$ cat src/rtl/dma_csr_pkg.sv
`default_nettype none
// ============================================================================
// Module      : dma_csr_pkg
// Description : Shared definitions for the DMA control/status CSR bank:
//               CSR addresses, CTRL/STATUS bit positions, run-state enum
//               and a saturating 16-bit increment helper.
// Revision    : 1.0 - initial release
// ============================================================================
package dma_csr_pkg;

    // CSR addresses
    localparam logic [7:0] DMA_LAYER  = 8'h50;
    localparam logic [7:0] DMA_CTRL   = 8'h51;
    localparam logic [7:0] DMA_COUNT  = 8'h52;
    localparam logic [7:0] DMA_STATUS = 8'h53;
    localparam logic [7:0] DMA_BURST  = 8'h54;

    // CTRL bit positions
    localparam int CTRL_START_BIT    = 0;
    localparam int CTRL_ABORT_BIT    = 1;
    localparam int CTRL_IRQ_EN_BIT   = 2;
    localparam int CTRL_AUTO_INC_BIT = 3;

    // STATUS bit positions
    localparam int STAT_BUSY_BIT    = 0;
    localparam int STAT_DONE_BIT    = 1;
    localparam int STAT_ERR_BIT     = 2;
    localparam int STAT_ABORTED_BIT = 3;

    typedef enum logic [1:0] {
        IDLE  = 2'd0,
        RUN   = 2'd1,
        ABORT = 2'd2
    } dma_state_e;

    // Counter increment that sticks at all-ones instead of wrapping.
    function automatic logic [15:0] sat_inc16(input logic [15:0] v);
        return (v == 16'hFFFF) ? v : v + 16'd1;
    endfunction

endpackage
`default_nettype wire

$ cat src/rtl/dma_run_ctl.sv
`default_nettype none
// ============================================================================
// Module      : dma_run_ctl
// Description : DMA run sequencer. Tracks IDLE/RUN/ABORT, counts completed
//               bursts, issues registered start/abort pulses to the engine
//               and produces same-cycle set strobes for the sticky
//               DONE/ERR/ABORTED status bits held by the register bank.
// Ports       : clk, rst            - clock, synchronous active-high reset
//               i_start_req/i_abort_req - software START/ABORT write strobes
//               i_count, i_burst_len    - configured bursts / beats per burst
//               i_burst_done, i_error, i_idle - engine events and status
//               o_state, o_bursts_done  - run state and completed bursts
//               o_dma_start, o_dma_abort - one-cycle engine pulses
//               o_set_done/err/aborted  - sticky-bit set strobes
// Revision    : 1.0 - initial release
// ============================================================================
module dma_run_ctl
    import dma_csr_pkg::*;
(
    input  logic        clk,
    input  logic        rst,
    input  logic        i_start_req,
    input  logic        i_abort_req,
    input  logic [15:0] i_count,
    input  logic [7:0]  i_burst_len,
    input  logic        i_burst_done,
    input  logic        i_error,
    input  logic        i_idle,
    output dma_state_e  o_state,
    output logic [15:0] o_bursts_done,
    output logic        o_dma_start,
    output logic        o_dma_abort,
    output logic        o_set_done,
    output logic        o_set_err,
    output logic        o_set_aborted
);

    dma_state_e  r_state;
    logic [15:0] r_bursts;
    logic        r_dma_start;
    logic        r_dma_abort;

    logic        w_cfg_ok;
    logic [15:0] w_bursts_inc;
    logic        w_last_burst;

    assign w_cfg_ok     = (i_count != 16'd0) && (i_burst_len != 8'd0);
    assign w_bursts_inc = sat_inc16(r_bursts);
    assign w_last_burst = i_burst_done && (w_bursts_inc == i_count);

    // Engine errors are flagged in RUN and ABORT; an error beats completion.
    always_comb begin
        o_set_done    = (r_state == RUN) && w_last_burst && !i_error;
        o_set_err     = ((r_state == IDLE) && i_start_req && !w_cfg_ok) ||
                        ((r_state != IDLE) && i_error);
        o_set_aborted = (r_state == ABORT) && i_idle;
    end

    always_ff @(posedge clk) begin
        if (rst) begin
            r_state     <= IDLE;
            r_bursts    <= 16'd0;
            r_dma_start <= 1'b0;
            r_dma_abort <= 1'b0;
        end else begin
            r_dma_start <= 1'b0;
            r_dma_abort <= 1'b0;
            case (r_state)
                IDLE: begin
                    if (i_start_req && w_cfg_ok) begin
                        r_state     <= RUN;
                        r_bursts    <= 16'd0;
                        r_dma_start <= 1'b1;
                    end
                end
                RUN: begin
                    if (i_burst_done) r_bursts <= w_bursts_inc;
                    if (i_error || w_last_burst) begin
                        r_state <= IDLE;
                    end else if (i_abort_req) begin
                        r_state     <= ABORT;
                        r_dma_abort <= 1'b1;
                    end
                end
                ABORT: begin
                    // Late bursts still count; only engine quiescence exits.
                    if (i_burst_done) r_bursts <= w_bursts_inc;
                    if (i_idle) r_state <= IDLE;
                end
                default: r_state <= IDLE;
            endcase
        end
    end

    assign o_state       = r_state;
    assign o_bursts_done = r_bursts;
    assign o_dma_start   = r_dma_start;
    assign o_dma_abort   = r_dma_abort;

endmodule
`default_nettype wire

$ cat src/rtl/dma_csr_bank.sv
`default_nettype none
// ============================================================================
// Module      : dma_csr_bank
// Description : DMA control/status CSR bank at 0x50-0x54. Holds LAYER, CTRL,
//               COUNT, STATUS and BURST, applies W1C to the sticky status
//               bits, returns combinational read data and drives the DMA
//               engine configuration through the dma_run_ctl sequencer.
// Ports       : clk, rst - clock, synchronous active-high reset
//               csr_addr/csr_wen/csr_ren/csr_wdata/csr_rdata - CSR access
//               dma_start, dma_abort - engine command pulses
//               dma_layer, dma_count, dma_burst_len - engine configuration
//               dma_burst_done, dma_error, dma_idle - engine events
//               dma_irq - level interrupt (only with DMA_CSR_IRQ_EN)
// Config      : `define DMA_CSR_IRQ_EN to build IRQ_EN and the dma_irq port.
// Revision    : 1.0 - initial release
// ============================================================================
module dma_csr_bank
    import dma_csr_pkg::*;
#(
    parameter int CSR_ADDR_WIDTH = 8,
    parameter int CSR_DATA_WIDTH = 32
) (
    input  logic                      clk,
    input  logic                      rst,
    input  logic [CSR_ADDR_WIDTH-1:0] csr_addr,
    input  logic                      csr_wen,
    input  logic                      csr_ren,
    input  logic [CSR_DATA_WIDTH-1:0] csr_wdata,
    output logic [CSR_DATA_WIDTH-1:0] csr_rdata,
    output logic                      dma_start,
    output logic                      dma_abort,
    output logic [7:0]                dma_layer,
    output logic [15:0]               dma_count,
    output logic [7:0]                dma_burst_len,
`ifdef DMA_CSR_IRQ_EN
    output logic                      dma_irq,
`endif
    input  logic                      dma_burst_done,
    input  logic                      dma_error,
    input  logic                      dma_idle
);

    logic [7:0]  r_layer;
    logic        r_auto_inc;
    logic [15:0] r_count;
    logic [7:0]  r_burst;
    logic        r_done;
    logic        r_err;
    logic        r_aborted;
    logic        w_irq_en;

    dma_state_e  w_state;
    logic [15:0] w_bursts_done;
    logic        w_set_done;
    logic        w_set_err;
    logic        w_set_aborted;
    logic        w_busy;

    logic w_wr_layer, w_wr_ctrl, w_wr_count, w_wr_status, w_wr_burst;
    logic w_start_req, w_abort_req;

    assign w_wr_layer  = csr_wen && (csr_addr == CSR_ADDR_WIDTH'(DMA_LAYER));
    assign w_wr_ctrl   = csr_wen && (csr_addr == CSR_ADDR_WIDTH'(DMA_CTRL));
    assign w_wr_count  = csr_wen && (csr_addr == CSR_ADDR_WIDTH'(DMA_COUNT));
    assign w_wr_status = csr_wen && (csr_addr == CSR_ADDR_WIDTH'(DMA_STATUS));
    assign w_wr_burst  = csr_wen && (csr_addr == CSR_ADDR_WIDTH'(DMA_BURST));
    assign w_start_req = w_wr_ctrl && csr_wdata[CTRL_START_BIT];
    assign w_abort_req = w_wr_ctrl && csr_wdata[CTRL_ABORT_BIT];
    assign w_busy      = (w_state != IDLE);

    dma_run_ctl u_run_ctl (
        .clk           (clk),
        .rst           (rst),
        .i_start_req   (w_start_req),
        .i_abort_req   (w_abort_req),
        .i_count       (r_count),
        .i_burst_len   (r_burst),
        .i_burst_done  (dma_burst_done),
        .i_error       (dma_error),
        .i_idle        (dma_idle),
        .o_state       (w_state),
        .o_bursts_done (w_bursts_done),
        .o_dma_start   (dma_start),
        .o_dma_abort   (dma_abort),
        .o_set_done    (w_set_done),
        .o_set_err     (w_set_err),
        .o_set_aborted (w_set_aborted)
    );

    always_ff @(posedge clk) begin
        if (rst) begin
            r_layer    <= 8'd0;
            r_auto_inc <= 1'b0;
            r_count    <= 16'd0;
            r_burst    <= 8'd0;
            r_done     <= 1'b0;
            r_err      <= 1'b0;
            r_aborted  <= 1'b0;
        end else begin
            // Software write to LAYER takes precedence over auto-increment.
            if (w_wr_layer)
                r_layer <= csr_wdata[7:0];
            else if (w_set_done && r_auto_inc)
                r_layer <= r_layer + 8'd1;

            if (w_wr_ctrl)              r_auto_inc <= csr_wdata[CTRL_AUTO_INC_BIT];
            if (w_wr_count && !w_busy)  r_count    <= csr_wdata[15:0];
            if (w_wr_burst && !w_busy)  r_burst    <= csr_wdata[7:0];

            // Hardware set wins over a simultaneous W1C.
            r_done    <= w_set_done    ||
                         (r_done    && !(w_wr_status && csr_wdata[STAT_DONE_BIT]));
            r_err     <= w_set_err     ||
                         (r_err     && !(w_wr_status && csr_wdata[STAT_ERR_BIT]));
            r_aborted <= w_set_aborted ||
                         (r_aborted && !(w_wr_status && csr_wdata[STAT_ABORTED_BIT]));
        end
    end

`ifdef DMA_CSR_IRQ_EN
    logic r_irq_en;
    logic r_irq;

    always_ff @(posedge clk) begin
        if (rst) begin
            r_irq_en <= 1'b0;
            r_irq    <= 1'b0;
        end else begin
            if (w_wr_ctrl) r_irq_en <= csr_wdata[CTRL_IRQ_EN_BIT];
            r_irq <= r_irq_en && (r_done || r_err || r_aborted);
        end
    end

    assign w_irq_en = r_irq_en;
    assign dma_irq  = r_irq;
`else
    assign w_irq_en = 1'b0;
`endif

    logic [31:0] w_rdata;

    always_comb begin
        w_rdata = 32'd0;
        case (csr_addr)
            CSR_ADDR_WIDTH'(DMA_LAYER):  w_rdata = {24'd0, r_layer};
            CSR_ADDR_WIDTH'(DMA_CTRL):   w_rdata = {28'd0, r_auto_inc, w_irq_en, 2'b00};
            CSR_ADDR_WIDTH'(DMA_COUNT):  w_rdata = {16'd0, r_count};
            CSR_ADDR_WIDTH'(DMA_STATUS): w_rdata = {w_bursts_done, 12'd0,
                                                    r_aborted, r_err, r_done, w_busy};
            CSR_ADDR_WIDTH'(DMA_BURST):  w_rdata = {24'd0, r_burst};
            default:                     w_rdata = 32'd0;
        endcase
    end

    assign csr_rdata = CSR_DATA_WIDTH'(w_rdata);

    assign dma_layer     = r_layer;
    assign dma_count     = r_count;
    assign dma_burst_len = r_burst;

    // Reads are side-effect free, so the read strobe and upper write bits
    // carry no information for this bank.
    logic w_unused_ok;
    assign w_unused_ok = &{1'b0, csr_ren, csr_wdata[CSR_DATA_WIDTH-1:16]};

endmodule
`default_nettype wire
$ cat config.mk
export PLATFORM = sky130hd
export DESIGN_NAME = dma_csr_bank
export DESIGN_NICKNAME = d
export VERILOG_FILES = /design/src/rtl/dma_csr_pkg.sv /design/src/rtl/dma_run_ctl.sv /design/src/rtl/dma_csr_bank.sv
export SDC_FILE = /design/constraint.sdc
export NUM_CORES = 1
export LEC_CHECK = 0
export BUFFER_PORTS_ARGS = -buffer_cell sky130_fd_sc_hd__buf_2
export CAP_MARGIN = 20
export CORE_ASPECT_RATIO = 0.6
export CORE_UTILIZATION = 41
export DETAILED_ROUTE_END_ITERATION = 16
export PLACE_DENSITY = 0.66
export SYNTH_ARGS = -nofsm -noshare
export SYNTH_HDL_FRONTEND = slang
export SYNTH_HIERARCHICAL = 1
export SYNTH_SLANG_ARGS = --single-unit
$ cat constraint.sdc
create_clock -name clk -period 9.05 [get_ports clk]
set_input_delay 0.905 -clock clk [delete_from_list [all_inputs] [get_ports clk]]
set_output_delay 0.905 -clock clk [all_outputs]
set_load 0.03 [all_outputs]
## Word-level counts from Yosys, hierarchy flattened

Index checks and enable logic that the tools add are counted.

| word-level totals | value |
|---|---|
| bits in registers | 56 |
| input port bits | 47 |
| output and inout port bits | 66 |
| logic and storage cells | 89 |

| cells by class | value |
|---|---|
| $add $sub $neg | 2 |
| eq/ne operators | 13 |
| mux-type cells | 14 |
| bitwise operators | 2 |
| reductions and logical operators | 47 |

Operators with widths:

| operator | number |
|---|---|
| case mux 32 bit (5 select lines) | 1 |
| 2-to-1 mux 16 bit | 3 |
| == test 8 x 7 -> 1 bit, second input constant | 5 |
| case mux 16 bit (2 select lines) | 1 |
| logical AND 1 bit | 25 |
| adder 16 x 1 -> 16 bit, second input constant | 1 |
| == test 16 bit | 1 |
| == test 16 bit, second input constant | 1 |
| 2-to-1 mux 8 bit | 2 |
| nonzero test 16 bit | 1 |
| adder 8 x 1 -> 8 bit, second input constant | 1 |
| 2-to-1 mux 2 bit | 4 |
| nonzero test 8 bit | 1 |
| logical NOT 1 bit | 6 |
| case mux 2 bit (3 select lines) | 1 |
| AND reduction 3 bit | 2 |
| nonzero test 2 bit | 3 |
| logical OR 1 bit | 5 |
| != test 2 bit, second input constant | 2 |
| OR reduction 2 bit | 2 |
| != test 3 x 2 -> 1 bit, second input constant | 1 |
| OR reduction 3 bit | 1 |
| == test 2 x 1 -> 1 bit, second input constant | 1 |
| == test 2 bit, second input constant | 1 |
| other kinds (4) | 6 |

## Logic depth before layout (Yosys ltp)

Gate-level depths: netlist (run 1).

| logic depth | value |
|---|---|
| depth after elaboration | 9 |
| depth in mapped cells | 13 |

## Cells and area by module

Netlist (run 1), hierarchy kept.

By module, submodules not included:

| module | times used | cells each | area each (µm²) | sequential area each (µm²) |
|---|---|---|---|---|
| dma_csr_bank | 1 | 229 | 1964.4 | 720.7 |
| dma_run_ctl | 1 | 240 | 1798.0 | 400.4 |

## Worst setup path before layout (run 1)

OpenSTA, ideal clock, no wires.

| timing | value |
|---|---|
| path kind | register to register |
| start | register u_run_ctl.r_bursts[0], in the netlist u_run_ctl/o_bursts_done[0] |
| end | register r_layer[7], in the netlist dma_layer[7] |
| setup time | 0.086 ns |
| arrival | 3.280 ns |
| data required time | 8.964 ns |
| setup slack | 5.685 ns |
| cell stages (with the launch flop) | 13 |
| cell sequence | dfxtp_1 -> ha_1 -> nand3_1 -> or4_4 -> and4_4 -> a2111oi_4 -> o2111ai_2 -> nor4_4 -> nor2b_1 -> and4_1 -> nand4_1 -> xor2_1 -> a211oi_1 |

| on the way | value |
|---|---|
| word-level cells in the longest chain between the ends | 8 |
| elaborated cells between the ends (all ways) | 9 |
| classes of those cells | 1 x add/sub; 2 x eq/ne; 1 x mux; 5 x reduce/logical |

Ends and longest elaborated chain:

| item | line | source |
|---|---|---|
| from (decl) | dma_run_ctl.sv:39 | `logic [15:0] r_bursts;` |
| from (signal assigned) | dma_run_ctl.sv:77 | `if (i_burst_done) r_bursts <= w_bursts_inc;` |
| from (signal assigned) | dma_run_ctl.sv:87 | `if (i_burst_done) r_bursts <= w_bursts_inc;` |
| adder 16 x 1 -> 16 bit / == test 16 bit (equally long branches) | dma_csr_pkg.sv:38 | `return (v == 16'hFFFF) ? v : v + 16'd1;` |
| 2-to-1 mux 16 bit * | dma_csr_pkg.sv:38 |  |
| == test 16 bit * | dma_run_ctl.sv:49 | `assign w_last_burst = i_burst_done && (w_bursts_inc == i_count);` |
| logical AND 1 bit * | dma_run_ctl.sv:49 |  |
| logical AND 1 bit * (2 in a row) | dma_run_ctl.sv:53 | `o_set_done = (r_state == RUN) && w_last_burst && !i_error;` |
| named net w_set_done | dma_csr_bank.sv:54 | `logic w_set_done;` |
| logical AND 1 bit * | dma_csr_bank.sv:103 | `else if (w_set_done && r_auto_inc)` |
| nonzero test 2 bit (no source line) * | n/a |  |
| to (signal assigned) | dma_csr_bank.sv:102 | `r_layer <= csr_wdata[7:0];` |
| to (signal assigned) | dma_csr_bank.sv:104 | `r_layer <= r_layer + 8'd1;` |
| to (decl) | dma_csr_bank.sv:43 | `logic [7:0] r_layer;` |

The timed path passes the listed nets; every way through them passes the cells marked *.
A chain may end at the register's enable or synchronous reset.

## Worst setup path in the final report (run 1)

| timing | value |
|---|---|
| start | register u_run_ctl.r_bursts[1], in the netlist u_run_ctl/o_bursts_done[1] |
| end | register r_layer[7], in the netlist dma_layer[7] |

The elaborated chain is that of the path after synthesis.

==> flow_summary_export.csv, run 1 <==
group,metric,value,unit
final_layout,num_antenna_cells,0,
clock_tree,clockRootBuffer,"clkbuf_16",
placement,place_congestion,0.962,
clock_tree,worstSkewPairLatency,0.30,ns
worst_setup_path,cp-endpoint,"dma_layer[7]",
worst_setup_path,critPathArrivalTime,4.73,ns
synth,synth-seq-cells,56,
worst_setup_path,crit_chain,"ha_1 > nand3_1 > or4_4 > and4_4 > a2111oi_4 > o2111ai_2 > nor4_4 > nor2b_1 > and4_1 > nand4_1 > xor2_1 > a211oi_1",
synth,syn_nets,521,
worst_setup_path,max_stage_delay,0.70,ns
drt,m1WireLength,6390,um
synth,ys_types,69,
drt,avgViaCountPerCell,5.94,
clock_tree,cts.repair.resized,0,
floorplan,fp.dieH,76.2,um
worst_setup_path,cp.depth,12,
timing,skew,0.00637,ns
synth,ys_seq_area_share,29.8,%
clock_tree,cts_buffers,5,
drt,dr_wl_met3,913,um
clock_tree,tritoncts,"yes",
drt,drc,8,
worst_setup_path,critPathRequiredTime,9.26,ns
min_path,hold_class,"reg2reg",
worst_setup_path,rr_startpoint,"u_run_ctl/o_bursts_done[1]",
power_and_ir_drop,power.density,112,nW/um^2
placement,io_buffers,95,
clock_tree,cts.clk_slew.worst_paths,0.08,ns
synth,synth_warnings,6,
timing,setup_violations,0,
status,outcome,"finished with violations",
timing,finalCritPeriodShare,50.0,%
floorplan,dieArea,9580,sq um
drt,routed_wirelength,11800,um
global_routing,grt_pass1_wl,18700,um
final_layout,area_growth,17.1,%
drt,vias,3907,
timing,fin_crit,4.52,ns
floorplan,num_io_pins,113,
timing,max_freq,221,MHz
final_layout,final_cell_mix,"buf_2, nand2_1, dfxtp_1",
floorplan,rows,26,
worst_setup_path,critPathLaunchType,"register",
global_routing,grt_usage,24.6,%
synth,synth_edf_count,0,
synth,synth_area_per_cell,8.02,sq um
status,violations,"design-rule violations",
worst_setup_path,cp-end-kind,"register",
worst_setup_path,ff2ff_setup_slack,4.53,ns
synth,ys.flop_type,"dfxtp_1",
synth,async_reset_ff_share,0,%
final_layout,nets,597,
drt,detail-route-antenna-nets,0,
drt,wl_per_cell,18.0,um
worst_setup_path,critical_path.max_fanout,14,
floorplan,core_area,8720,sq um
final_layout,drive_gt1_share,25.8,%
power_and_ir_drop,total_power,493,uW
clock_tree,clockBufferDepth,2,
clock_tree,post-cts-setup-buffers,0,
final_layout,final_common_cell,"buf_2",
global_routing,antenna_found_initial,0,
timing,maxSlewHeadroom,28.7,%
timing,rsz0062_at_grt,"no",
global_routing,grt_max_degree,57,
clock_tree,htreeDepth,2,
final_layout,final_area,4410,sq um
synth,postSynthCellCount,469,
job,cap_violations,0,
worst_setup_path,crit_slowest_cell,"or4_4",
floorplan,start_util,43.2,%
clock_tree,clock-sinks,56,
timing,setup-tns-final,0,ns
placement,postPlaceCellArea,4240,sq um
worst_setup_path,critical-path-top-delay-family,"simple AND/OR/NAND/NOR gates",
timing,hold_viol_final,0,
worst_setup_path,timing.rr.end,"dma_layer[7]",
global_routing,gr-total-overflow,0,
power_and_ir_drop,power_leakage,1.89,nW
placement,hpwl,8880,um
drt,highest_layer,"met4",
power_and_ir_drop,irDropWorstVdd,0.0000924,V
drt,wl_met2,4460,um
global_routing,grt_pass1_vias,3339,
worst_setup_path,crit_buf_inv,0,
timing,finalMaxSlewViolations,0,
synth,synthesis.area,3760,sq um
clock_tree,cts_hold_buf,0,
drt,first_iter_violations,493,
worst_setup_path,worst-setup-path-type,"reg2reg",
drt,dr.pass1.iters,11,
worst_setup_path,cp-startpoint,"u_run_ctl/o_bursts_done[1]",
timing,tightest_slew,1.07,ns
floorplan,die_x,126,um
worst_setup_path,ff2ff_path_depth,12,
## worst min path at each step
stage / end / from / slack, ns / cells after the start
final: r_done / r_done / 0.48 / 2
after floorplan: r_aborted / r_aborted / 0.45 / 2
after global placement: r_err / r_err / 0.46 / 2
after detailed placement: r_done / r_done / 0.47 / 2
after global routing: r_done / r_done / 0.50 / 2
after CTS: r_done / r_done / 0.48 / 2
## state kept, by name (all words and copies together) (netlist names)
| register | cells |
|---|---|
| u_run_ctl/o_dma_abort | 1 |
| u_run_ctl/o_dma_start | 1 |
| dma_count | 16 |
| dma_burst_len | 8 |
| u_run_ctl/o_bursts_done | 16 |
| r_err | 1 |
| r_done | 1 |
| dma_layer | 8 |
| r_aborted | 1 |
| r_auto_inc | 1 |
| u_run_ctl/o_state | 2 |
## layout make-up
type,instances,area [sq um]
fill,885,4310
tap,112,140
timing repair buffer,96,483
multi-input combinational,375,2460
clock buffer,6,129
inverter,11,41.3
sequential,56,1120
clock inverter,2,35.0
## kinds of logic (layout without fill, tap and decap cells)
logic type | Yosys count | after routing | share of synthesized area, %
mux | 19 | 19 | 5.42
buf+inv | 38 | 115 | 4.92
fa+ha+maj | 5 | 5 | 1.66
xor+xnor | 22 | 22 | 5.12
flops | 56 | 56 | 29.8
simple gates | 222 | 222 | 34.1
compound gates | 107 | 107 | 19.0
## Yosys cell counts (4+ instances only)
cell,count,area (sq um)
a211oi_1,12,90.1
a21oi_1,50,250
a221o_2,5,56.3
and2_1,19,119
and2_2,8,60.1
and3_1,6,37.5
and3_2,5,37.5
and4_1,5,43.8
buf_2,6,30.0
buf_6,4,45.0
clkbuf_1,14,52.6
dfxtp_1,56,1120
ha_1,5,62.6
inv_1,10,37.5
mux2i_1,17,170
nand2_1,59,221
nand3_1,13,65.1
nand4_1,9,56.3
nor2_1,31,116
nor2b_1,7,43.8
nor3_1,19,95.1
nor3b_1,7,52.6
nor4_1,9,56.3
o21ai_0,11,55.1
o31ai_1,4,30.0
or3_1,5,31.3
xnor2_1,9,78.8
xor2_1,13,114
## routing by layer
metal	GRT usage (%)	vias to the layer above
met3	4.78	5
met5	0	-
met1	41.1	1858
li1	-	1873
met2	31.3	171
met4	3.05	0
## power by group
part | switching [mW] | internal [mW] | total [mW] | leakage, nW
Sequential | 0.000353 | 0.246 | 0.247 | 0.451
Combinational | 0.0149 | 0.00783 | 0.0227 | 1.36
Clock | 0.0930 | 0.131 | 0.224 | 0.0808
## through the flow
stage | cells | setup slack (ns) | util, % | hold slack, ns
CTS | 658 | 4.63 | 50.5 | 0.478
global placement | 650 | 4.69 | 48.7 | 0.463
finish | 658 | 4.53 | 50.5 | 0.483
detailed placement | 650 | 4.65 | 48.7 | 0.467
floorplan | 469 | 5.68 | - | 0.445
global route | 658 | 4.33 | 50.5 | 0.505
## tightest hold or removal path, cell delays in order (launching register included)
cell and delay, ns:
dfxtp_1 0.32, o31ai_1 0.06, a21oi_1 0.06
Note: power is estimated with default switching activity, not from simulation.
==> run 2: changes to the inputs <==
--- a/config.mk
+++ b/config.mk
@@ -10,7 +10,7 @@
 export CORE_ASPECT_RATIO = 0.6
 export CORE_UTILIZATION = 41
 export DETAILED_ROUTE_END_ITERATION = 16
-export PLACE_DENSITY = 0.66
+export PLACE_DENSITY = 0.68
 export SYNTH_ARGS = -nofsm -noshare
 export SYNTH_HDL_FRONTEND = slang
 export SYNTH_HIERARCHICAL = 1
==> constraint.sdc (replaced) <==
create_clock -name clk -period 3.9 [get_ports clk]
set_input_delay 0.39 -clock clk [delete_from_list [all_inputs] [get_ports clk]]
set_output_delay 0.39 -clock clk [all_outputs]
set_load 0.03 [all_outputs]
==> flow_summary_export.csv, run 2 (synthesis results as in run 1) <==
group,metric,value,unit
status,outcome,"finished with violations",
status,violations,"design-rule violations",
timing,setup-tns-final,0,ns
floorplan,rows,26,
worst_setup_path,crit_chain,"nand4_1 > buf_4 > nor4_1 > mux2i_1 > xor2_1 > o2111ai_1 > nor4_4 > nor2b_1 > and4_1 > nand4_1 > xor2_1 > a211oi_1",
timing,finalCritPeriodShare,93.7,%
final_layout,final_cell_mix,"buf_2, nand2_1, dfxtp_1",
clock_tree,cts_buffers,5,
floorplan,start_util,43.2,%
worst_setup_path,critPathLaunchType,"register",
placement,place_congestion,0.997,
global_routing,grt_pass1_wl,19500,um
worst_setup_path,critPathRequiredTime,4.10,ns
global_routing,grt_max_degree,57,
global_routing,gr-max-usage-layer,"met1",
worst_setup_path,cp-end-kind,"register",
final_layout,final_common_cell,"buf_2",
worst_setup_path,ff2ff_setup_slack,0.25,ns
floorplan,fp.dieH,76.2,um
timing,max_freq,274,MHz
floorplan,die_x,126,um
worst_setup_path,critical_path.max_fanout,12,
global_routing,antenna_found_initial,0,
worst_setup_path,max_stage_delay,0.58,ns
worst_setup_path,timing.rr.end,"dma_layer[7]",
placement,hpwl,9300,um
global_routing,grt_pass1_vias,3671,
clock_tree,htreeDepth,2,
final_layout,nets,615,
timing,rsz0062_at_grt,"no",
worst_setup_path,ff2ff_path_depth,12,
clock_tree,tritoncts,"yes",
floorplan,dieArea,9580,sq um
timing,finalMaxSlewViolations,0,
worst_setup_path,cp-startpoint,"u_run_ctl/o_bursts_done[5]",
drt,first_iter_violations,370,
drt,avgViaCountPerCell,5.91,
job,cap_violations,0,
drt,dr.pass1.iters,12,
worst_setup_path,critical-path-top-delay-family,"simple AND/OR/NAND/NOR gates",
worst_setup_path,crit_buf_inv,1,
timing,tightest_slew,1.07,ns
drt,vias,3986,
floorplan,core_area,8720,sq um
worst_setup_path,rr_startpoint,"u_run_ctl/o_bursts_done[5]",
worst_setup_path,crit_slowest_cell,"nor4_1",
power_and_ir_drop,power_leakage,1.97,nW
placement,io_buffers,95,
drt,detail-route-antenna-nets,0,
power_and_ir_drop,irDropWorstVdd,0.000156,V
final_layout,drive_gt1_share,28.2,%
timing,maxSlewHeadroom,28.5,%
drt,wl_per_cell,18.1,um
min_path,hold_class,"in2reg",
worst_setup_path,cp-endpoint,"dma_layer[7]",
clock_tree,cts.clk_slew.worst_paths,0.07,ns
worst_setup_path,critPathArrivalTime,3.86,ns
drt,drc,7,
final_layout,num_antenna_cells,0,
global_routing,grt.met1_usage,40.0,%
drt,routed_wirelength,12200,um
timing,hold_viol_final,0,
global_routing,met3_usage,6.25,%
final_layout,area_growth,20.0,%
final_layout,fillers,865,
timing,fin_crit,3.65,ns
global_routing,grt_usage,25.6,%
floorplan,num_io_pins,113,
worst_setup_path,worst-setup-path-type,"reg2reg",
power_and_ir_drop,power.density,235,nW/um^2
power_and_ir_drop,total_power,1.06,mW
global_routing,gr-total-overflow,0,
clock_tree,clockRootBuffer,"clkbuf_16",
timing,skew,0.00271,ns
clock_tree,clockBufferDepth,2,
clock_tree,worstSkewPairLatency,0.30,ns
worst_setup_path,cp.depth,12,
timing,setup_violations,0,
clock_tree,clock-sinks,56,
global_routing,gr-usage-met2,35.2,%
run 2: cell types whose count changed in the layout (fill, tap and decap cells not counted):
cell	delta
buf_4	+18
bufinv_16	-1
nor3_1	-1
nor3_2	+1
run 2: how the worst min path moves through the flow:
| stage | from | endpoint | slack [ns] | depth (start not counted) |
|---|---|---|---|---|
| global placement | r_done | r_done | 0.46 | 2 |
| finish | csr_wdata[11] | dma_count[11] | 0.34 | 3 |
| detailed placement | r_aborted | r_aborted | 0.47 | 2 |
| CTS | csr_wdata[11] | dma_count[11] | 0.34 | 3 |
| floorplan | r_aborted | r_aborted | 0.45 | 2 |
| global route | csr_wdata[11] | dma_count[11] | 0.34 | 3 |
run 2: what timing repair did:
item | CTS | global route
setup buffers | 0 | 0
setup endpoints to repair | 0 | 1
gates resized for setup | 0 | 1
hold buffers | 0 | 0
run 2: per-stage QoR:
stage / utilization, % / hold slack (ns) / worst slack, ns / cells / cell area [sq um]
floorplan: - / 0.445 / 0.535 / 469 / 3760
global route: 51.8 / 0.337 / 0.0170 / 675 / 4520
detailed placement: 50.2 / 0.472 / 0.346 / 668 / 4380
finish: 51.8 / 0.337 / 0.247 / 675 / 4520
CTS: 51.7 / 0.338 / 0.315 / 675 / 4510
global placement: 50.2 / 0.461 / 0.378 / 668 / 4380
run 2: layer usage:
layer	wire length (um)	up-vias
met5	0	-
met4	51	0
met3	1150	10
li1	-	1902
met2	4880	192
met1	6140	1882
run 2: worst reg2reg max path: cells and delay by family (launching register included):
kind                   cells  cell delay (ns)
flip-flops                 1             0.48
buffers and inverters      1             0.22
AND/OR/NAND/NOR            6             1.73
AO/OA/AOI/OAI              2             0.46
multiplexers               1             0.31
XOR/XNOR                   2             0.35
run 2: where the power goes:
group	switching [mW]	internal (mW)	total, mW
Clock	0.201	0.234	0.435
Sequential	0.000841	0.572	0.573
Combinational	0.0348	0.0188	0.0536
run 2: cell type report:
| type | count | area (sq um) | area share, % |
|---|---|---|---|
| Multi-Input combinational cell | 375 | 2460 | 54.5 |
| Sequential cell | 56 | 1120 | 24.8 |
| Timing Repair Buffer | 114 | 618 | 13.7 |
| Tap cell | 112 | 140 | 3.10 |
| Clock buffer | 6 | 129 | 2.85 |
| Inverter | 11 | 41.3 | 0.914 |
| Clock inverter | 1 | 5.00 | 0.111 |
==> run 3: changes to the inputs <==
--- a/config.mk
+++ b/config.mk
@@ -8,9 +8,9 @@
 export BUFFER_PORTS_ARGS = -buffer_cell sky130_fd_sc_hd__buf_2
 export CAP_MARGIN = 20
 export CORE_ASPECT_RATIO = 0.6
-export CORE_UTILIZATION = 41
+export CORE_UTILIZATION = 45
 export DETAILED_ROUTE_END_ITERATION = 16
-export PLACE_DENSITY = 0.68
+export PLACE_DENSITY = 0.74
 export SYNTH_ARGS = -nofsm -noshare
 export SYNTH_HDL_FRONTEND = slang
 export SYNTH_HIERARCHICAL = 1
==> constraint.sdc (replaced) <==
create_clock -name clk -period 3.9 [get_ports clk]
set_input_delay 0 -clock clk [delete_from_list [all_inputs] [get_ports clk]]
set_output_delay 0 -clock clk [all_outputs]
set_load 0.03 [all_outputs]
==> flow_summary_export.csv, run 3 (synthesis results as in run 1) <==
group,metric,value,unit
floorplan,die_x,120,um
global_routing,grt_max_degree,57,
power_and_ir_drop,power.density,254,nW/um^2
final_layout,final_cell_mix,"buf_2, nand2_1, dfxtp_1",
final_layout,final_area,4690,sq um
timing,max_freq,268,MHz
timing,maxSlewHeadroom,29.1,%
power_and_ir_drop,seq_power_share,48.0,%
floorplan,dieArea,8740,sq um
worst_setup_path,cp-end-kind,"register",
timing,setup_violations,0,
clock_tree,cts_buffers,5,
floorplan,rows,25,
drt,dr.pass1.iters,5,
power_and_ir_drop,p_sw_share,21.3,%
worst_setup_path,critPathArrivalTime,3.94,ns
clock_tree,clock-sinks,56,
clock_tree,worstSkewPairLatency,0.30,ns
worst_setup_path,critical_path.max_fanout,8,
drt,drc,0,
global_routing,gr-total-overflow,0,
floorplan,fp.dieH,72.8,um
drt,vias,4047,
min_path,hold_class,"in2reg",
job,cap_violations,0,
clock_tree,clockRootBuffer,"clkbuf_16",
worst_setup_path,crit_chain,"ha_1 > nand3_1 > buf_4 > a211oi_1 > xnor2_1 > nor3_1 > o2111ai_2 > nor4_4 > nor2b_1 > nand3_1 > nor3_1 > xnor2_1 > a211oi_1",
final_layout,drive_gt1_share,27.5,%
timing,finalCritPeriodShare,95.8,%
placement,io_buffers,95,
worst_setup_path,critPathRequiredTime,4.10,ns
power_and_ir_drop,total_power,1.19,mW
clock_tree,clockBufferDepth,2,
worst_setup_path,crit_buf_inv,1,
global_routing,antenna_found_initial,0,
worst_setup_path,worst-setup-path-type,"reg2reg",
global_routing,grt_usage,28.4,%
status,outcome,"finished, final reports clean",
drt,avgViaCountPerCell,5.93,
timing,setup-tns-final,0,ns
timing,tightest_slew,1.06,ns
global_routing,grt_pass1_vias,3524,
power_and_ir_drop,clkPwrFrac,46.6,%
drt,detail-route-antenna-nets,0,
worst_setup_path,critPathLaunchType,"register",
power_and_ir_drop,internal_power,938,uW
timing,finalMaxSlewViolations,0,
final_layout,nets,626,
global_routing,grt_pass1_wl,19200,um
power_and_ir_drop,power_leakage,2.05,nW
floorplan,core_area,7980,sq um
final_layout,final_common_cell,"buf_2",
final_layout,area_growth,24.5,%
timing,hold_viol_final,0,
clock_tree,cts.clk_slew.worst_paths,0.07,ns
worst_setup_path,crit_slowest_cell,"dfxtp_1",
timing,rsz0062_at_grt,"no",
floorplan,start_util,47.2,%
drt,routed_wirelength,12300,um
floorplan,num_io_pins,113,
placement,postPlaceCellArea,4350,sq um
worst_setup_path,critical-path-top-delay-family,"simple AND/OR/NAND/NOR gates",
power_and_ir_drop,irDropWorstVdd,0.000164,V
placement,place_congestion,0.972,
placement,hpwl,9000,um
clock_tree,tritoncts,"yes",
final_layout,num_antenna_cells,0,
timing,skew,0.00562,ns
drt,first_iter_violations,509,
timing,fin_crit,3.73,ns
clock_tree,htreeDepth,2,
worst_setup_path,max_stage_delay,0.46,ns
drt,wl_per_cell,18.0,um
power_and_ir_drop,p_switching,254,uW
power_and_ir_drop,pwr-share-comb,5.4,%
-- run 3: path summary, 6_finish.rpt --
kind                                                  from           end  slack [ns]  depth (start not counted)
worst max-delay path            u_run_ctl/o_bursts_done[0]  dma_layer[6]        0.17                         13
worst min-delay path                          csr_wdata[1]  dma_count[1]        0.01                          3
worst max register to register  u_run_ctl/o_bursts_done[0]  dma_layer[6]        0.17                         13
worst min register to register                       r_err         r_err        0.48                          2
-- run 3: power by group through the flow --
| stage | Combinational (mW) | Sequential, mW | Clock, mW |
|---|---|---|---|
| after floorplan | 0.0218 | 0.587 | 0 |
| after global placement | 0.0508 | 0.586 | 0 |
| after detailed placement | 0.0519 | 0.586 | 0 |
| after CTS | 0.0629 | 0.572 | 0.566 |
| after global routing | 0.0692 | 0.572 | 0.588 |
| final | 0.0643 | 0.572 | 0.555 |
-- run 3: layout make-up --
class,count,area (sq um)
clock buffers,7,153
clock inverters,1,30.0
flip-flops and latches,56,1120
well taps,108,135
fillers,745,3290
repair buffers,125,736
multi-input cells,375,2470
inverters,11,41.3
-- run 3: routing by layer --
layer,routed length [um],track usage [%],vias up
met4,92,6.25,0
li1,-,-,1926
met2,4960,40.4,211
met5,0,0,-
met1,5900,43.6,1901
met3,1370,5.55,9
-- run 3: timing repair --
item	CTS	global route
hold endpoints to repair	16	0
resized for setup	0	2
hold buffers	14	0
setup endpoints to repair	0	1
buffers inserted	0	0
-- run 3: tightest hold or removal path, delay by kind of cell --
kind / cells / cell delay (ns)
buffers and inverters: 1 / 0.15
AND/OR/NAND/NOR: 1 / 0.06
AO/OA/AOI/OAI: 1 / 0.05
-- run 3: through the flow --
stage	hold slack [ns]	utilization, %	setup slack (ns)	cells
6_report	0.0115	58.7	0.166	683
5_1_grt	0.0188	58.7	0.000246	683
4_1_cts	0.00433	58.6	0.272	683
3_5_place_dp	0.251	54.5	0.303	661
3_3_place_gp	0.253	54.5	0.390	661
2_1_floorplan	0.140	-	0.535	469
